**src/rtl/op_replay_buffer_if.sv**
```systemverilog
// op_replay_buffer_if: group input, retire feedback and status signals of the
// op replay buffer. OUT_starved exists only when OP_REPLAY_STARVE_EN is defined.
interface op_replay_buffer_if #(
   parameter int unsigned NUM_OPS = 4,
   parameter int unsigned OP_SIZE = 64,
   parameter int unsigned DEPTH   = 2
);
   localparam int unsigned CNT_W = $clog2(DEPTH + 1);

   logic                              IN_flush;
   logic                              IN_valid;
   logic [NUM_OPS-1:0][OP_SIZE-1:0]   IN_ops;
   logic [NUM_OPS-1:0]                IN_opMask;
   logic                              OUT_ready;
   logic [NUM_OPS-1:0]                IN_opStall;
   logic [NUM_OPS-1:0][OP_SIZE-1:0]   OUT_ops;
   logic [NUM_OPS-1:0]                OUT_opBaseValid;
   logic                              OUT_empty;
   logic [CNT_W-1:0]                  OUT_count;
`ifdef OP_REPLAY_STARVE_EN
   logic                              OUT_starved;

   modport master (
      output IN_flush, IN_valid, IN_ops, IN_opMask, IN_opStall,
      input  OUT_ready, OUT_ops, OUT_opBaseValid, OUT_empty, OUT_count, OUT_starved
   );

   modport slave (
      input  IN_flush, IN_valid, IN_ops, IN_opMask, IN_opStall,
      output OUT_ready, OUT_ops, OUT_opBaseValid, OUT_empty, OUT_count, OUT_starved
   );
`else
   modport master (
      output IN_flush, IN_valid, IN_ops, IN_opMask, IN_opStall,
      input  OUT_ready, OUT_ops, OUT_opBaseValid, OUT_empty, OUT_count
   );

   modport slave (
      input  IN_flush, IN_valid, IN_ops, IN_opMask, IN_opStall,
      output OUT_ready, OUT_ops, OUT_opBaseValid, OUT_empty, OUT_count
   );
`endif
endinterface

```
**src/rtl/op_replay_buffer.sv**
```systemverilog
// op_replay_buffer: holds one active group of NUM_OPS ops, re-presents stalled
// slots until they retire, and buffers up to DEPTH further groups behind it.
// Optional feature macro: OP_REPLAY_STARVE_EN (adds STARVE_LIMIT and OUT_starved).
module op_replay_buffer #(
   parameter int unsigned NUM_OPS = 4,
   parameter int unsigned OP_SIZE = 64,
   parameter int unsigned DEPTH   = 2
`ifdef OP_REPLAY_STARVE_EN
   ,
   parameter int unsigned STARVE_LIMIT = 15
`endif
) (
   input logic              clk,
   input logic              rst,
   op_replay_buffer_if.slave bus
);
   localparam int unsigned CNT_W = $clog2(DEPTH + 1);
   localparam int unsigned PTR_W = (DEPTH > 1) ? $clog2(DEPTH) : 1;

   typedef logic [NUM_OPS-1:0][OP_SIZE-1:0] group_t;

   logic [NUM_OPS-1:0] pending_q;
   logic [NUM_OPS-1:0] next_pending;
   group_t             ops_q;
   group_t             q_ops  [DEPTH];
   logic [NUM_OPS-1:0] q_mask [DEPTH];
   logic [PTR_W-1:0]   head_q;
   logic [PTR_W-1:0]   tail_q;
   logic [CNT_W-1:0]   count_q;

   logic ready;
   logic active_free;
   logic accept_live;
   logic pop;
   logic bypass;
   logic push;

   function automatic logic [PTR_W-1:0] ptr_inc(input logic [PTR_W-1:0] p);
      return (p == PTR_W'(DEPTH - 1)) ? '0 : p + 1'b1;
   endfunction

   // Ready comes from the queue count register only.
   assign ready = (count_q < CNT_W'(DEPTH));

   // Retire/accept decode. An accepted group either loads straight into the
   // active slot (nothing queued and active drains this cycle) or goes to the
   // tail; pushing while popping the head keeps acceptance order intact.
   always_comb begin
      next_pending = pending_q & bus.IN_opStall;
      active_free  = (next_pending == '0);
      accept_live  = bus.IN_valid && ready && !bus.IN_flush && (bus.IN_opMask != '0);
      pop          = active_free && (count_q != '0);
      bypass       = active_free && (count_q == '0) && accept_live;
      push         = accept_live && !bypass;
   end

   // Active group, pointers and queue occupancy.
   always_ff @(posedge clk or posedge rst) begin
      if (rst) begin
         pending_q <= '0;
         ops_q     <= '0;
         head_q    <= '0;
         tail_q    <= '0;
         count_q   <= '0;
      end else if (bus.IN_flush) begin
         pending_q <= '0;
         head_q    <= '0;
         tail_q    <= '0;
         count_q   <= '0;
      end else begin
         if (pop) begin
            pending_q <= q_mask[head_q];
            ops_q     <= q_ops[head_q];
            head_q    <= ptr_inc(head_q);
         end else if (bypass) begin
            pending_q <= bus.IN_opMask;
            ops_q     <= bus.IN_ops;
         end else begin
            pending_q <= next_pending;
         end
         if (push) begin
            tail_q <= ptr_inc(tail_q);
         end
         if (push && !pop) begin
            count_q <= count_q + 1'b1;
         end else if (pop && !push) begin
            count_q <= count_q - 1'b1;
         end
      end
   end

   // Queue storage; contents need no reset since count gates every read.
   always_ff @(posedge clk) begin
      if (push) begin
         q_ops[tail_q]  <= bus.IN_ops;
         q_mask[tail_q] <= bus.IN_opMask;
      end
   end

   assign bus.OUT_ready       = ready;
   assign bus.OUT_ops         = ops_q;
   assign bus.OUT_opBaseValid = pending_q;
   assign bus.OUT_empty       = (pending_q == '0) && (count_q == '0);
   assign bus.OUT_count       = count_q;

`ifdef OP_REPLAY_STARVE_EN
   localparam int unsigned STV_W = (STARVE_LIMIT > 0) ? $clog2(STARVE_LIMIT + 1) : 1;

   logic [STV_W-1:0] starve_q;
   logic [STV_W-1:0] starve_d;
   logic             starved_q;

   // Count consecutive cycles with pending work where nothing retires; any
   // retire implies active_free or a shrinking mask, so it clears the count.
   always_comb begin
      starve_d = '0;
      if (!bus.IN_flush && (pending_q != '0) && (next_pending == pending_q)) begin
         starve_d = (starve_q >= STV_W'(STARVE_LIMIT)) ? starve_q : starve_q + 1'b1;
      end
   end

   // Flag is registered from the updated count so it rises the cycle after
   // the limit is reached and drops the cycle after a retire.
   always_ff @(posedge clk or posedge rst) begin
      if (rst) begin
         starve_q  <= '0;
         starved_q <= 1'b0;
      end else begin
         starve_q  <= starve_d;
         starved_q <= (starve_d >= STV_W'(STARVE_LIMIT));
      end
   end

   assign bus.OUT_starved = starved_q;
`endif
endmodule

```
**src/flat_wrapper.sv**
```systemverilog
// flat-port wrapper written by rule: the top's interface ports become plain ports
module op_replay_buffer_flat 
#(
   parameter int unsigned NUM_OPS = 4,
   parameter int unsigned OP_SIZE = 64,
   parameter int unsigned DEPTH   = 2

)
  (clk, rst, bus_IN_flush, bus_IN_valid, bus_IN_ops, bus_IN_opMask, bus_IN_opStall, bus_OUT_ready, bus_OUT_ops, bus_OUT_opBaseValid, bus_OUT_empty, bus_OUT_count);
  op_replay_buffer_if #(.NUM_OPS(NUM_OPS), .OP_SIZE(OP_SIZE), .DEPTH(DEPTH)) bus_i ();
  input logic clk;
  input logic rst;
  input wire logic [$bits(bus_i.IN_flush)-1:0] bus_IN_flush;
  input wire logic [$bits(bus_i.IN_valid)-1:0] bus_IN_valid;
  input wire logic [$bits(bus_i.IN_ops)-1:0] bus_IN_ops;
  input wire logic [$bits(bus_i.IN_opMask)-1:0] bus_IN_opMask;
  input wire logic [$bits(bus_i.IN_opStall)-1:0] bus_IN_opStall;
  output wire logic [$bits(bus_i.OUT_ready)-1:0] bus_OUT_ready;
  output wire logic [$bits(bus_i.OUT_ops)-1:0] bus_OUT_ops;
  output wire logic [$bits(bus_i.OUT_opBaseValid)-1:0] bus_OUT_opBaseValid;
  output wire logic [$bits(bus_i.OUT_empty)-1:0] bus_OUT_empty;
  output wire logic [$bits(bus_i.OUT_count)-1:0] bus_OUT_count;
  assign bus_i.IN_flush = bus_IN_flush;
  assign bus_i.IN_valid = bus_IN_valid;
  assign bus_i.IN_ops = bus_IN_ops;
  assign bus_i.IN_opMask = bus_IN_opMask;
  assign bus_i.IN_opStall = bus_IN_opStall;
  assign bus_OUT_ready = bus_i.OUT_ready;
  assign bus_OUT_ops = bus_i.OUT_ops;
  assign bus_OUT_opBaseValid = bus_i.OUT_opBaseValid;
  assign bus_OUT_empty = bus_i.OUT_empty;
  assign bus_OUT_count = bus_i.OUT_count;
  op_replay_buffer #(.NUM_OPS(NUM_OPS), .OP_SIZE(OP_SIZE), .DEPTH(DEPTH)) u_core (.clk(clk), .rst(rst), .bus(bus_i));
endmodule
```
**config.mk**
```make
export PLATFORM = sky130hd
export DESIGN_NAME = op_replay_buffer_flat
export DESIGN_NICKNAME = d
export VERILOG_FILES = /design/src/rtl/op_replay_buffer_if.sv /design/src/rtl/op_replay_buffer.sv /design/src/flat_wrapper.sv
export SDC_FILE = /design/constraint.sdc
export NUM_CORES = 1
export LEC_CHECK = 0
export ABC_AREA = 0
export BUFFER_PORTS_ARGS = -buffer_cell sky130_fd_sc_hd__buf_2
export CORE_MARGIN = 2
export CORE_UTILIZATION = 42
export CTS_CLUSTER_SIZE = 28
export DETAILED_ROUTE_END_ITERATION = 10
export GPL_TIMING_DRIVEN = 0
export PLACE_DENSITY = 0.72
export SETUP_SLACK_MARGIN = 0.3
export SLEW_MARGIN = 5
export SYNTH_ARGS = -nofsm -noshare
export SYNTH_HDL_FRONTEND = slang
export SYNTH_SLANG_ARGS = --single-unit
```
**constraint.sdc**
```tcl
create_clock -name clk -period 21 [get_ports clk]
set_input_delay 3.15 -clock clk [delete_from_list [all_inputs] [get_ports clk]]
set_output_delay 3.15 -clock clk [all_outputs]
set_load 0.05 [all_outputs]
```
After elaboration in Yosys (flattened, before gate mapping)
Memories as Yosys holds them, arrays and structs flattened.
Cells that the tools add are included.
Widths: inputs -> output; s select.

storage, ports and cells
  bits in registers = 264
  latch bits = 0
  RAM bits = 520
  memory bits (read-only) = 0
  bits of input ports = 268
  logic and storage cells = 57
  memories kept = 2

operators by class
  $add $sub $neg = 4
  multiply operators = 0
  div/mod/pow operators = 0
  magnitude comparators = 1
  equality and inequality tests = 0
  shift operators = 0
  mux-type cells = 16
  bitwise logic cells = 2
  reductions and logical operators = 24

memory list
  name           depth  width  read ports  clocked after memory_dff  write ports  line                    RTL
  u_core.q_ops   2      256    1           0                         1            op_replay_buffer.sv:25  group_t q_ops [DEPTH];
  u_core.q_mask  2      4      1           0                         1            op_replay_buffer.sv:26  logic [NUM_OPS-1:0] q_mask [DEPTH];

operators with widths
  kind                 count
  $mux 256             2
  $mux 4               3
  $logic_and 1x1->1    10
  $logic_not 4->1      2
  $mux 1               8
  $reduce_bool 2->1    4
  $mux 2               3
  $and 4x4->4          1
  $logic_not 1->1      4
  $reduce_bool 4->1    1
  $reduce_bool 3->1    1
  $add 1x1->1 const B  2
  $add 2x1->2 const B  1
  $logic_not 2->1      1
  $lt 2x2->1 const B   1
  $reduce_and 2->1     1
  $sub 2x1->2 const B  1
  $not 1->1            1

Logic depth before layout (Yosys ltp)
  word-level depth = 12
  gate-level depth with buffers = 8
  mapped depth without buffers = 4

Worst setup path before layout
No wires, ideal clock.

  path kind = input port to flip-flop
  start = in bus_IN_flush
  end = mem u_core.q_mask[1][0], enable pin
  data arrival time = 22,516 ps
  required time = 19,747 ps
  setup slack = -2,769 ps
  stages on the path = 5
  path buffers = 2
  path through = buf_2 -> nor2b_1 -> buf_2 -> nand3_1 -> nor3b_1

between the ends
  cells in the longest elaborated chain, start to end = 8

ends and longest elaborated chain
  what                               line                    RTL
  start, declared                    flat_wrapper.sv:13      input wire logic [$bits(bus_i.IN_flush)-1:0] bus_IN_flush;
  $logic_not 1->1 *                  op_replay_buffer.sv:51  accept_live = bus.IN_valid && ready && !bus.IN_flush && (bus.IN_opMask != '0);
  $logic_and 1x1->1 * (2 in series)  op_replay_buffer.sv:51
  $logic_and 1x1->1                  op_replay_buffer.sv:53  bypass = active_free && (count_q == '0) && accept_live;
  $logic_not 1->1                    op_replay_buffer.sv:54  push = accept_live && !bypass;
  $logic_and 1x1->1 *                op_replay_buffer.sv:54
  $mux 1 *                           op_replay_buffer.sv:94  if (push) begin
  $mux 1 (not written as such) *     op_replay_buffer.sv:96  q_mask[tail_q] <= bus.IN_opMask;
  end, declared                      op_replay_buffer.sv:26

Every way passes the cells marked *; elsewhere a longest branch is shown, timed or not.

Final worst setup path
  start = reg u_core.count_q[1], in the netlist u_core.bus.OUT_count[1]
  end = out bus_OUT_empty

between the ends
  cells in the longest elaborated chain, start to end = 2

ends and longest elaborated chain
  what                    line                     RTL
  start, declared         op_replay_buffer.sv:29   logic [CNT_W-1:0] count_q;
  start signal, assigned  op_replay_buffer.sv:85   count_q <= count_q + 1'b1;
  start signal, assigned  op_replay_buffer.sv:87   count_q <= count_q - 1'b1;
  $logic_not 2->1         op_replay_buffer.sv:103  assign bus.OUT_empty = (pending_q == '0) && (count_q == '0);
  $logic_and 1x1->1       op_replay_buffer.sv:103
  end, declared           flat_wrapper.sv:21       output wire logic [$bits(bus_i.OUT_empty)-1:0] bus_OUT_empty;

No other way between the ends.

==> impl_metrics.toml <==
[run_status]
status = "finished clean"

[sta]
max_freq_mhz = 164.9
slew_viol_final = 0
finalClockSkew_ns = 0.01677
max_slew_margin_pct = 37.79
setup_viol = 0
hold_viol_final = 0
grt_setup_unrepaired = "no"
finalWorstPathRequiredPeriod_ns = 6.063
tns_ns = 0
post-route-period-util_pct = 28.87
worst_pin_slew_ns = 0.9331
holdWs_ns = 0.5063

[clocking]
worst_skew_pair.late_latency_ns = 0.63
clk_path_buf_depth = 3
root_buffer = "clkbuf_16"
ctsResizeCount = 0
postCtsSetupBuffers = 0
cts_tree = "built"
cts_sinks = 784
cts_max_level = 3
hold_buffers = 0
cts_buffers = 83
cts.clk_slew.worst_paths_ns = 0.06

[placement]
hpwl_um = 55090
dp_cells = 3496
gp_congestion = 0.8227
dpl_cell_area_um2 = 36210
io_buffers = 530

[critical_path]
start_kind = "flip-flop"
crit_path_end_kind = "primary output"
path_cells = "or2_2 -> buf_2 -> clkbuf_1 -> clkbuf_1 -> nor2_1 -> buf_2"
worstPathMaxFanout = 10
critical_path_class = "flip-flop to primary output"
reg2reg_depth = 10
crit_arrival_ns = 2.91
crit_path_max_incr_delay_ns = 0.61
crit_slowest_cell = "clkbuf_1"
worstPathRequired_ns = 17.85

[cells_and_area]
fillers = 6131
nets = 2880
area_growth_pct = 23.06
utilization_pct = 52.40
multi_input_area_um2 = 8907
seqCellArea_um2 = 22220
final_cell_area_um2 = 39140
drive_gt1_share_pct = 37.26
fin_cells = 3671

[routing]
ant_nets = 0
finalWirelength_um = 80500
drc = 0
routedWlPerCell_um = 21.93
via_count = 18990
first_pass_iters = 5
avgViaCountPerCell = 5.172
first_iter_violations = 1356

[pwr]
peakVddDrop_mv = 0.09389
p_per_area_nw_per_um2 = 116.6
power_leakage_nw = 15.11

[die]
core.rowCount = 100
die_h_um = 279.2
die_w_um = 279.2
dieArea_um2 = 77940
start_util_pct = 42.58
core-area_um2 = 74700
num_io_pins = 532

[synthesis]
async_reset_ff_share_pct = 33.67
synth_ff_type = "edfxtp_1"
yosys.area.top_type = "edfxtp_1"
ys_seq_area_share_pct = 69.87
synth_nets = 2241
ys.warnings.count = 0
syn_avg_cell_area_um2 = 16.12
yosysMostFrequentCell = "edfxtp_1"
synthCells = 1973
synth_edf_count = 520
synth_top_cell_area_share_pct = 49.10
synth.area.top_cells = "edfxtp_1, dfrtp_1, mux2_4"
netlist_area_um2 = 31810
synth_commonest_cells = "edfxtp_1, dfrtp_1, a21oi_1"
synth-seq-cells = 784
synthDistinctLibCells = 32

[global_routing]
antenna_found_initial = 29
grt-ovfl-total = 0
grtUsageTotal_pct = 20.20
grt_max_degree = 112
grt_pass1_wl_um = 121500
first_global_vias = 20120

[job]
max_cap_viol_count = 0

[min_path]
hold_depth = 1
hold_path.class = "flip-flop to flip-flop"
## routing by layer
layer | global-route usage [%] | vias to the layer above | routed length, µm
li1 | - | 8606 | -
met1 | 24.96 | 9593 | 32280
met2 | 33.72 | 594 | 39860
met3 | 5.464 | 170 | 5675
met4 | 8.009 | 22 | 2551
met5 | 0 | - | 127
## kinds of logic after synthesis
family | after synthesis | synth area share [%]
buffers and inverters | 121 | 2.164
AO/OA/AOI/OAI | 278 | 4.493
flip-flops | 784 | 69.87
XOR/XNOR | 1 | 0.02754
AND/OR/NAND/NOR | 273 | 3.371
multiplexers | 516 | 20.08
## registers in the layout (all words and copies together) (netlist names)
signal and count:
u_core.bus.OUT_opBaseValid 4, u_core.q_mask 8, u_core.tail_q 1, u_core.bus.OUT_count 2, u_core.q_ops 512, u_core.bus.OUT_ops 256, u_core.head_q 1
## critical path: cells and delay by family, from the launching register on
kind | cells | cell delay, ns
buffers and inverters | 4 | 1.55
DFF | 1 | 0.45
and+or+nand+nor | 2 | 0.29
## metrics by stage
step	total power, mW	setup WS [ns]
after global placement	3.035	-0.3686
final	4.563	14.94
after floorplan	2.746	6.550
after global routing	4.709	14.76
after detailed placement	3.050	14.84
after CTS	4.598	14.84
## area by class of cell
| class | count | area share [%] |
|---|---|---|
| multi-input cells | 1068 | 22.76 |
| repair buffers | 554 | 8.082 |
| flip-flops and latches | 784 | 56.78 |
| well taps | 969 | 3.098 |
| diodes | 21 | 0.1343 |
| plain buffers | 118 | 1.729 |
| clock buffers | 102 | 5.694 |
| clock inverters | 52 | 1.662 |
| inverters | 3 | 0.06713 |
## cell usage in the layout, fill, tap and decap left out, drive strengths merged, types with 2 or more instances in the layout
cell type	count
buf	603
edfxtp	520
dfrtp	264
a21oi	263
mux2i	260
nor2	258
mux2	256
clkbuf	171
clkinv	27
diode	21
bufinv	12
inv	12
a2bb2oi	4
a211oi	4
clkinvlp	4
nand2	3
o21ai	3
a22oi	2
nand3	2
or3	2
or4	2
## worst paths after layout
path,start,end,slack (ns)
max,u_core.bus.OUT_count[1],bus_OUT_empty,14.94
min,u_core.bus.OUT_ops[217],u_core.bus.OUT_ops[217],0.51
max reg2reg,u_core.bus.OUT_opBaseValid[3],u_core.q_ops[1][169],17.90
min reg2reg,u_core.bus.OUT_ops[217],u_core.bus.OUT_ops[217],0.51
max in group asynchronous,rst,u_core.bus.OUT_ops[220],17.31
min in group asynchronous,rst,u_core.bus.OUT_ops[86],2.63
## power by group
group          switching (mW)  internal, mW
sequential             0.0955          1.81
combinational           0.770         0.342
clock                   0.628         0.913
No activity file was read; power rests on OpenSTA's default activity.
